**src/rtl/mem_access_unit.sv**
```systemverilog
// Single-outstanding load/store bridge between the datapath and a req/gnt/rvalid memory bus.
// Optional macro MISALIGN_TRAP_EN: misaligned half/word accesses fault without any bus cycle.
module mem_access_unit #(
    parameter int unsigned TIMEOUT = 1023
) (
    input  logic        clk,
    input  logic        rst_n,
    input  logic        req_i,
    input  logic        we_i,
    input  logic [1:0]  size_i,
    input  logic        unsigned_i,
    input  logic [31:0] addr_i,
    input  logic [31:0] wdata_i,
    output logic        memory_done_o,
    output logic [31:0] rdata_o,
    output logic        err_o,
    output logic        bus_req_o,
    output logic        bus_we_o,
    output logic [31:0] bus_addr_o,
    output logic [3:0]  bus_be_o,
    output logic [31:0] bus_wdata_o,
    input  logic        bus_gnt_i,
    input  logic        bus_rvalid_i,
    input  logic [31:0] bus_rdata_i
);

    localparam logic [15:0] TIMEOUT_CNT = 16'(TIMEOUT);
    localparam logic [1:0]  SIZE_BYTE   = 2'b00;
    localparam logic [1:0]  SIZE_HALF   = 2'b01;

    typedef enum logic [1:0] {
        IDLE,
        WAIT_GNT,
        WAIT_RSP,
        DONE
    } state_t;

    state_t      state_q, state_d;
    logic        we_q, we_d;
    logic [1:0]  size_q, size_d;
    logic        unsigned_q, unsigned_d;
    logic [31:0] addr_q, addr_d;
    logic [31:0] wdata_q, wdata_d;
    logic [15:0] cnt_q, cnt_d;
    logic [31:0] rdata_q, rdata_d;
    logic        err_q, err_d;

    logic        fault;
    logic        timeout_hit;
    logic [7:0]  load_byte;
    logic [15:0] load_half;
    logic [31:0] load_data;

`ifdef MISALIGN_TRAP_EN
    always_comb begin
        fault = 1'b0;
        if (size_i == SIZE_HALF) begin
            fault = addr_i[0];
        end else if (size_i[1]) begin
            fault = |addr_i[1:0];
        end
    end
`else
    assign fault = 1'b0;
`endif

    // cnt_q counts completed WAIT_RSP cycles; the next edge would make it TIMEOUT.
    assign timeout_hit = (TIMEOUT_CNT != 16'd0) && ((cnt_q + 16'd1) == TIMEOUT_CNT);

    always_comb begin
        case (addr_q[1:0])
            2'd0:    load_byte = bus_rdata_i[7:0];
            2'd1:    load_byte = bus_rdata_i[15:8];
            2'd2:    load_byte = bus_rdata_i[23:16];
            default: load_byte = bus_rdata_i[31:24];
        endcase
        load_half = addr_q[1] ? bus_rdata_i[31:16] : bus_rdata_i[15:0];
    end

    always_comb begin
        case (size_q)
            SIZE_BYTE: load_data = {{24{~unsigned_q & load_byte[7]}}, load_byte};
            SIZE_HALF: load_data = {{16{~unsigned_q & load_half[15]}}, load_half};
            default:   load_data = bus_rdata_i;
        endcase
    end

    always_comb begin
        state_d    = state_q;
        we_d       = we_q;
        size_d     = size_q;
        unsigned_d = unsigned_q;
        addr_d     = addr_q;
        wdata_d    = wdata_q;
        cnt_d      = cnt_q;
        rdata_d    = rdata_q;
        err_d      = err_q;

        case (state_q)
            IDLE: begin
                if (req_i) begin
                    if (fault) begin
                        state_d = DONE;
                        rdata_d = 32'd0;
                        err_d   = 1'b1;
                    end else begin
                        state_d    = WAIT_GNT;
                        we_d       = we_i;
                        size_d     = size_i;
                        unsigned_d = unsigned_i;
                        addr_d     = addr_i;
                        wdata_d    = wdata_i;
                    end
                end
            end
            WAIT_GNT: begin
                if (bus_gnt_i) begin
                    state_d = WAIT_RSP;
                    cnt_d   = 16'd0;
                end
            end
            WAIT_RSP: begin
                cnt_d = cnt_q + 16'd1;
                // A response arriving on the final allowed cycle still wins over the timeout.
                if (bus_rvalid_i) begin
                    state_d = DONE;
                    rdata_d = load_data;
                    err_d   = 1'b0;
                end else if (timeout_hit) begin
                    state_d = DONE;
                    rdata_d = 32'd0;
                    err_d   = 1'b1;
                end
            end
            DONE: begin
                state_d = IDLE;
            end
            default: begin
                state_d = IDLE;
            end
        endcase
    end

    always_ff @(posedge clk) begin
        if (!rst_n) begin
            state_q    <= IDLE;
            we_q       <= 1'b0;
            size_q     <= 2'b00;
            unsigned_q <= 1'b0;
            addr_q     <= 32'd0;
            wdata_q    <= 32'd0;
            cnt_q      <= 16'd0;
            rdata_q    <= 32'd0;
            err_q      <= 1'b0;
        end else begin
            state_q    <= state_d;
            we_q       <= we_d;
            size_q     <= size_d;
            unsigned_q <= unsigned_d;
            addr_q     <= addr_d;
            wdata_q    <= wdata_d;
            cnt_q      <= cnt_d;
            rdata_q    <= rdata_d;
            err_q      <= err_d;
        end
    end

    always_comb begin
        case (size_q)
            SIZE_BYTE: bus_be_o = 4'b0001 << addr_q[1:0];
            SIZE_HALF: bus_be_o = 4'b0011 << {addr_q[1], 1'b0};
            default:   bus_be_o = 4'b1111;
        endcase
    end

    // Store data is replicated across lanes so the byte enables alone select the target bytes.
    genvar gi;
    for (gi = 0; gi < 4; gi++) begin : g_lane
        assign bus_wdata_o[8*gi +: 8] = (size_q == SIZE_BYTE) ? wdata_q[7:0] :
                                        (size_q == SIZE_HALF) ? wdata_q[8*(gi%2) +: 8] :
                                                                wdata_q[8*gi +: 8];
    end

    assign bus_req_o     = (state_q == WAIT_GNT);
    assign bus_we_o      = we_q;
    assign bus_addr_o    = {addr_q[31:2], 2'b00};
    assign memory_done_o = ((state_q == IDLE) && !req_i) || (state_q == DONE);
    assign rdata_o       = rdata_q;
    assign err_o         = err_q;

endmodule

```
**config.mk**
```make
export PLATFORM = sky130hd
export DESIGN_NAME = mem_access_unit
export DESIGN_NICKNAME = d
export VERILOG_FILES = /design/src/rtl/mem_access_unit.sv
export SDC_FILE = /design/constraint.sdc
export NUM_CORES = 1
export LEC_CHECK = 0
export ABC_AREA = 1
export CAP_MARGIN = 20
export CORE_MARGIN = 8
export CORE_UTILIZATION = 25
export DETAILED_ROUTE_END_ITERATION = 6
export PLACE_DENSITY = 0.61
export SYNTH_ARGS = -nofsm -noshare
export SYNTH_HDL_FRONTEND = slang
export SYNTH_SLANG_ARGS = --single-unit
```
**constraint.sdc**
```tcl
create_clock -name clk -period 4.4 [get_ports clk]
set_input_delay 0.44 -clock clk [delete_from_list [all_inputs] [get_ports clk]]
set_output_delay 0.44 -clock clk [all_outputs]
set_load 0.02 [all_outputs]
```
# Word-level counts from Yosys, hierarchy flattened
# Cells that the tools add are included.
# op_classes
add_sub_neg	1
multipliers	0
div	0
magnitude_cmp	0
eq_ne	10
n_shift	2
mux	20
n_bitwise	3
reduce_logical	12
# op_table
cell	count
$mux 32	2
$pmux 32 s2	1
$mux 8	5
$mux 16	2
$pmux 16 s2	1
$pmux 8 s3	1
$add 16x1->16 const B	1
$eq 16x10->1 const B	1
$mux 2	4
$pmux 2 s4	1
$pmux 4 s2	1
$eq 2x1->1 const B	3
$eq 2x2->1 const B	3
$logic_not 2->1	3
$reduce_and 2->1	3
$reduce_bool 2->1	2
$shl 1x2->4 const A	1
$shl 2x2->4 const A	1
$ne 3x3->1 const B	1
$reduce_and 3->1	1
$and 1x1->1	2
$mux 1	2
$ne 2x1->1 const B	1
$ne 2x2->1 const B	1
4 further kinds	4
# totals
regBits	119
latchBits	0
ramBits	0
romBits	0
inputBits	105
out_inout_bits	104
word_cells	57
mem_count	0

# Longest topological paths before layout
# Gate-level depths: netlist (run 1).
# depth
depth_word	5
ltp_mapped	15
mapped_depth_nobuf	14

# Worst setup path before layout (run 1)
# Ideal clock, no wire load.
# synth_timing
kind	reg-to-reg
start	reg cnt_q[1]
end	reg rdata_q[22] (netlist: rdata_o[22])
setup_time_ps	132
arrival_ps	1716
required_ps	4268
path_slack_ps	2552
stages_incl_launch_ff	16
path_buffers	1
synth_period_minus_slack_ps	1848
cell_sequence	dfxtp_1 > ha_1 > nand2_2 > nor2_2 > nand2_2 > nor2_1 > nand2_1 > nand2_1 > nand2_1 > nor2_1 > nand3_2 > nand2_2 > nand2_4 > buf_6 > nand2_1 > a21oi_1
# synth_between
elab_chain_len	4
# synth_lines
item	line	text
start: declaration	44	logic [15:0] cnt_q, cnt_d;
start signal: assignment	162	cnt_q <= cnt_d;
$add 16x1->16	68	assign timeout_hit = (TIMEOUT_CNT != 16'd0) && ((cnt_q + 16'd1) == TIMEOUT_CNT);
$eq 16x10->1	68	
$reduce_bool 2->1 (no line)	--	
$reduce_and 2->1 (no line)	--	
end signal: assignment	163	rdata_q <= rdata_d;
end: declaration	45	logic [31:0] rdata_q, rdata_d;
# Every way passes these cells.
# A chain may end at the register's enable or synchronous reset.

# Final worst setup path (run 1)
# layout_timing
start	reg size_q[1]
end	out bus_wdata_o[26]
# layout_between
elab_chain_len	3
word_cells_on_any_way	4
classes_between	eq/ne: 1; mux: 2; reduce/logical: 1
# layout_lines
item	line	text
start: declaration	40	logic [1:0] size_q, size_d;
start signal: assignment	158	size_q <= size_d;
$eq 2x1->1	180	(size_q == SIZE_HALF) ? wdata_q[8*(gi%2) +: 8] :
$mux 8	180	
$mux 8 *	179	assign bus_wdata_o[8*gi +: 8] = (size_q == SIZE_BYTE) ? wdata_q[7:0] :
end: declaration	21	output logic [31:0] bus_wdata_o,
# Mark *: on every way between the ends. The rest lies on a longest branch, timed or not.

==> results of run 1 <==
registers in the layout, summed over array words and instances (netlist names):
register    cells
rdata_o        32
state_q         2
cnt_q          16
unsigned_q      1
size_q          2
wdata_q        32
bus_we_o        1
err_o           1
addr_q         32
per-layer routing:
| metal | up-vias | track usage |
|---|---|---|
| li1 | 3004 | - |
| met1 | 2655 | 0.168 |
| met2 | 226 | 0.254 |
| met3 | 18 | 0.0648 |
| met4 | 0 | 0.0439 |
| met5 | - | 0 |
worst max-delay path, cell delays in order (launching register included):
cell and delay, ns:
dfxtp_1 0.45, inv_2 0.55, nand2_2 0.32, o211ai_1 0.32, clkdlybuf4s50_1 0.66
cells in the mapped netlist, drive strengths merged:
cell	count	share of area
nor2	137	0.091
nand4	5	0.0064
o21bai	3	0.0038
clkbuf	34	0.022
a2bb2oi	1	0.0015
a211oi	1	0.0013
o21ai	88	0.075
nand3b	2	0.0026
nand2	211	0.14
xnor2	2	0.0030
a21oi	63	0.054
a22o	7	0.010
o31ai	1	0.0013
or2	1	0.0011
nand3	25	0.023
inv	47	0.030
conb	1	0.00064
nor3	2	0.0017
clkinv	1	0.00064
ha	7	0.015
xor2	1	0.0015
dfxtp	119	0.41
o211ai	34	0.044
buf	52	0.063
cell type report:
class                           count  area, um^2
Clock inverter                     14         150
Timing Repair Buffer              211        2090
Clock buffer                       18         439
Fill cell                        2469       14800
Multi-Input combinational cell    593        2800
Tap cell                          319         399
Inverter                           48         180
Sequential cell                   119        2380
report_power, final:
part           switching [mW]  leakage, nW  internal, mW
registers               0.183        0.975          1.32
logic                    1.21         1.86         0.817
clock network           0.547        0.283         0.853
kinds of logic (layout without fill, tap and decap cells):
kind of cell / after synthesis / in the layout
compound gates: 198 / 198
xor+xnor: 3 / 3
fa+ha+maj: 7 / 7
buf+inv: 134 / 291
flops: 119 / 119
other cells: 1 / 2
simple gates: 383 / 383
worst max path at each step:
stage                     startpoint  slack, ns  cells after the start               to
after global routing       addr_q[1]       1.01                      4      bus_be_o[1]
after detailed placement   size_q[1]       1.50                      7      rdata_o[25]
after floorplan             cnt_q[1]       2.55                     15      rdata_o[22]
final                      size_q[1]       1.23                      4  bus_wdata_o[26]
after CTS                  size_q[1]       1.13                      4  bus_wdata_o[26]
after global placement     size_q[1]       1.65                      7      rdata_o[18]
metrics by stage:
stage	setup WS, ns	hold slack, ns
global route	1.01	0.483
CTS	1.13	0.463
detailed placement	1.50	0.454
floorplan	2.55	0.445
finish	1.23	0.463
global placement	1.65	0.449
==> reports/results.tsv, run 1 <==
metric	value	unit
outcome	completed	
DRC	0	
worst reg2reg setup slack	1.54	ns
Worst R2R Path Depth	7	
met1 wire length	9170	um
Max Used Layer	met4	
# H-tree levels	4	
CP required	3.96	ns
launching point of the worst reg2reg path	size_q[1]	
GPL Wtd Cong	0.842	
area grow syn2layout	44.3	%
Pwr Density	583	nW/um^2
first-pass GRT wire length	33500	um
DR vias	5903	
Finished Cell Area	8450	um^2
initial core utilization	0.252	
Hold-fix buffers, CTS	0	
RSZ-0062 raised after global routing	false	
final period utilization	0.720	
number of synthesized register bits	119	
Die Wd	169	um
Port Buffers	206	
met2 wire length	9880	um
synthesized area	5860	um^2
CTS root buf	clkbuf_16	
Worst Min Path Start	rdata_o[9]	
commonest non-fill, non-tap cells in the layout	clkdlybuf4s50_1 (205), nand2_1 (203), nor2_1 (130)	
Non-Filler Instances	1322	
fin crit period	3.17	ns
total power	4.93	mW
final setup TNS	0	ns
Die Y	169	um
HPWL Detailed	15800	um
post-synthesis cell type count	36	
FMAX	0.315	GHz
placed cells	1290	
routed length per instance	16.3	um
WHS Path Cells	2	
core box area	23300	um^2
CP Launch Type	flip-flop	
CP Data Arrival Time	2.73	ns
layout cells sized above 1	0.0618	
Num CTS Buffers	17	
metal3 WL	2180	um
number of global-route vias before repair	6043	
worst min-delay path class	flip-flop to flip-flop	
Clock Sinks	119	
Mapped Cells	845	
Pleak	3.12	nW
wirelength, routed	21500	um
XOR/XNOR Fraction of Synth Area	0.00449	
Seq/Total Area, Yosys	0.407	
CTS tree	yes	
Reg2Reg Capture Point	rdata_o[28]	
mux cell area share after synthesis	0	
clock slew at reported path FFs	0.06	ns
largest net degree at the start of global routing	81	
relative slew slack	0.289	
crit path kind	flip-flop to primary output	
total I/O pin count	209	
Synth Area in Compound Gates	0.193	
area share of fa/ha/maj cells after synthesis	0.0150	
CP max FO	36	
largest family of logic cells by synthesized area	simple AND/OR/NAND/NOR gates	
post-CTS sizing	0	
total gr overflow	0	
NumNets Final	1102	
GRT Util Overall	0.150	
Final Hold Viols	0	
post-DR vias/cell	4.47	
Die ar.	28600	um^2
Worst VDD drop	266	uV
Synth Area in Simple Gates	0.265	
max-slew violations	0	
commonest non-fill, non-tap cell in the layout	clkdlybuf4s50_1	
ant diodes	0	
final core occ	0.363	
initial antenna violation count	0	
maxcap violations	0	
Hold EP	rdata_o[9]	
Final setup viols	0	
Starting DRT DRC Count	379	
setup bufs post-CTS	0	
placed instance area	7860	um^2
# rows	56	
Critical Path End Type	primary output	
Initial DRT Pass Iterations	5	
Final Skew	0.0190	ns
Slew @ Worst Pin	1.07	ns
maximum root-to-sink buffer count	2	
Skew-Pair Late Insertion Delay	0.42	ns
post-route ant nets	0	
Avg Inst Size Synth	6.93	um^2
yosys warns	0	
No activity file was read; power rests on OpenSTA's default activity.
==> run 2: changes to the inputs <==
- PLACE_DENSITY: 0.61 -> 0.62
- clock period: 4.4 -> 2.8 ns (I/O delays scaled with it)
==> reports/results.tsv, run 2 (synthesis gave the netlist of run 1 again) <==
metric	value	unit	change
wirelength, routed	21000	um	was 21500 um
Pleak	3.16	nW	was 3.12 nW
largest net degree at the start of global routing	76		was 81
Critical Path Most Common Cell	buf_4		
area grow syn2layout	45.7	%	was 44.3%
# H-tree levels	4		unchanged
initial core utilization	0.252		unchanged
crit-path max cell delay	0.60	ns	was 0.66 ns
post-DR vias/cell	4.45		was 4.47
Pwr Density	915	nW/um^2	was 583 nW/um^2
launching point of the worst reg2reg path	size_q[1]		unchanged
fin crit period	2.60	ns	
placed instance area	7940	um^2	was 7860 um^2
WP buf/inv	5		was 2
worst reg2reg setup slack	0.45	ns	was 1.54 ns
ant diodes	0		unchanged
Worst R2R Path Depth	8		was 7
layout cells sized above 1	0.0674		was 0.0618
DR vias	5906		was 5903
clock slew at reported path FFs	0.06	ns	about the same
first-pass GRT wire length	32800	um	was 33500 um
GPL Wtd Cong	0.825		was 0.842
initial antenna violation count	0		unchanged
Worst VDD drop	566	uV	was 266 uV
maxcap violations	0		unchanged
maximum root-to-sink buffer count	2		unchanged
cell family with most CP delay	buffers and inverters		unchanged
Clock Sinks	119		unchanged
max-slew violations	0		unchanged
commonest non-fill, non-tap cells in the layout	clkdlybuf4s50_1 (205), nand2_1 (203), nor2_1 (130)		unchanged
total I/O pin count	209		unchanged
Starting DRT DRC Count	236		was 379
Final setup viols	0		unchanged
Final Skew	0.00945	ns	was 0.0190 ns
CTS tree	yes		unchanged
total power	7.80	mW	was 4.93 mW
Slowest-stage cell, CP	clkdlybuf4s50_1		unchanged
Num CTS Buffers	17		unchanged
WHS Path Cells	3		was 2
GRT Util Overall	0.146		was 0.150
outcome	completed		unchanged
NumNets Final	1109		was 1102
commonest non-fill, non-tap cell in the layout	clkdlybuf4s50_1		unchanged
CP required	2.52	ns	was 3.96 ns
relative slew slack	0.483		was 0.289
total gr overflow	0		unchanged
Finished Cell Area	8530	um^2	was 8450 um^2
Die ar.	28600	um^2	unchanged
Reg2Reg Capture Point	rdata_o[26]		was rdata_o[28]
# rows	56		unchanged
core box area	23300	um^2	unchanged
Slew @ Worst Pin	0.774	ns	was 1.07 ns
Initial DRT Pass Iterations	5		unchanged
worst min-delay path class	input port to flip-flop		was flip-flop to flip-flop
final period utilization	0.928		
Hold-fix buffers, CTS	0		unchanged
final setup TNS	0	ns	unchanged
Die Wd	169	um	unchanged
CP max FO	22		was 36
HPWL Detailed	15700	um	was 15800 um
FMAX	0.385	GHz	
Worst Min Path Start	rst_n		was rdata_o[9]
Critical Path End Type	primary output		unchanged
CP Cell Sequence	buf_4, inv_2, buf_4, buf_4, nand2_1, nand2_1, clkdlybuf4s50_1		was inv_2, nand2_2, o211ai_1, clkdlybuf4s50_1
post-route ant nets	0		unchanged
Hold EP	cnt_q[2]		was rdata_o[9]
Port Buffers	206		unchanged
Skew-Pair Late Insertion Delay	0.41	ns	was 0.42 ns
CP Data Arrival Time	2.32	ns	was 2.73 ns
CP Launch Type	flip-flop		unchanged
number of global-route vias before repair	5898		was 6043
crit path kind	flip-flop to primary output		unchanged
Die Y	169	um	unchanged
Final Hold Viols	0		unchanged
CTS root buf	clkbuf_16		unchanged
RSZ-0062 raised after global routing	false		unchanged
# fillers	2530		was 2469
DRC	0		unchanged
routed length per instance	15.8	um	was 16.3 um
==> run 2: changes by cell type in the layout (fill, tap and decap cells not counted), sizes merged <==
| cell | change |
|---|---|
| inv | -2 |
| clkbuf | +2 |
| clkinv | -1 |
| buf | +7 |
==> run 2: what timing repair did <==
item	CTS	global route
endpoints found under the setup margin	0	4
gates resized for setup	0	1
setup buffers	0	0
==> run 2: cell type report <==
| type | instances | area [um^2] | area share |
|---|---|---|---|
| Clock buffer | 20 | 467 | 0.0547 |
| Tap cell | 319 | 399 | 0.0468 |
| Multi-Input combinational cell | 593 | 2810 | 0.329 |
| Timing Repair Buffer | 218 | 2170 | 0.255 |
| Inverter | 48 | 180 | 0.0211 |
| Sequential cell | 119 | 2380 | 0.279 |
| Clock inverter | 11 | 124 | 0.0145 |
==> run 2: power breakdown <==
part | switching [mW] | internal [mW] | total [mW]
registers | 0.242 | 2.07 | 2.31
clock network | 0.819 | 1.38 | 2.19
logic | 1.96 | 1.34 | 3.30
==> run 2: worst max-delay path by stage <==
stage | start | endpoint | slack (ns) | depth (start not counted)
detailed placement | size_q[1] | rdata_o[23] | 0.51 | 8
floorplan | cnt_q[1] | rdata_o[22] | 0.95 | 15
finish | size_q[1] | bus_wdata_o[19] | 0.20 | 7
global route | size_q[1] | bus_wdata_o[19] | 0.02 | 7
CTS | size_q[0] | bus_wdata_o[30] | 0.13 | 5
global placement | size_q[0] | bus_wdata_o[30] | 0.57 | 5
==> run 2: layer usage <==
layer  GRT usage  share of wire  up-vias
li1            -              -     3020
met1       0.169           0.43     2648
met2       0.233           0.45      221
met3      0.0759           0.11       17
met4      0.0427          0.013        0
met5           0              0        -
==> run 2: metrics by stage <==
stage	instances	setup slack, ns	hold slack [ns]	util
5_1_grt	1328	0.0177	0.464	0.367
6_report	1328	0.203	0.416	0.367
2_1_floorplan	846	0.952	0.445	-
3_5_place_dp	1297	0.513	0.453	0.341
4_1_cts	1328	0.125	0.413	0.367
3_3_place_gp	1297	0.574	0.451	0.341
==> run 2: worst register-to-register path, cell delays in order (launching register included) <==
cell	delay (ns)
dfxtp_1	0.34
buf_4	0.21
inv_2	0.16
nand2_2	0.18
inv_2	0.21
o211ai_1	0.15
o211ai_2	0.64
o211ai_1	0.20
a21oi_1	0.20
==> run 3: changes to the inputs <==
- SLEW_MARGIN: unset -> 20
==> results of run 3 <==
The final DEF is identical to that of run 2; final timing and power are the same.
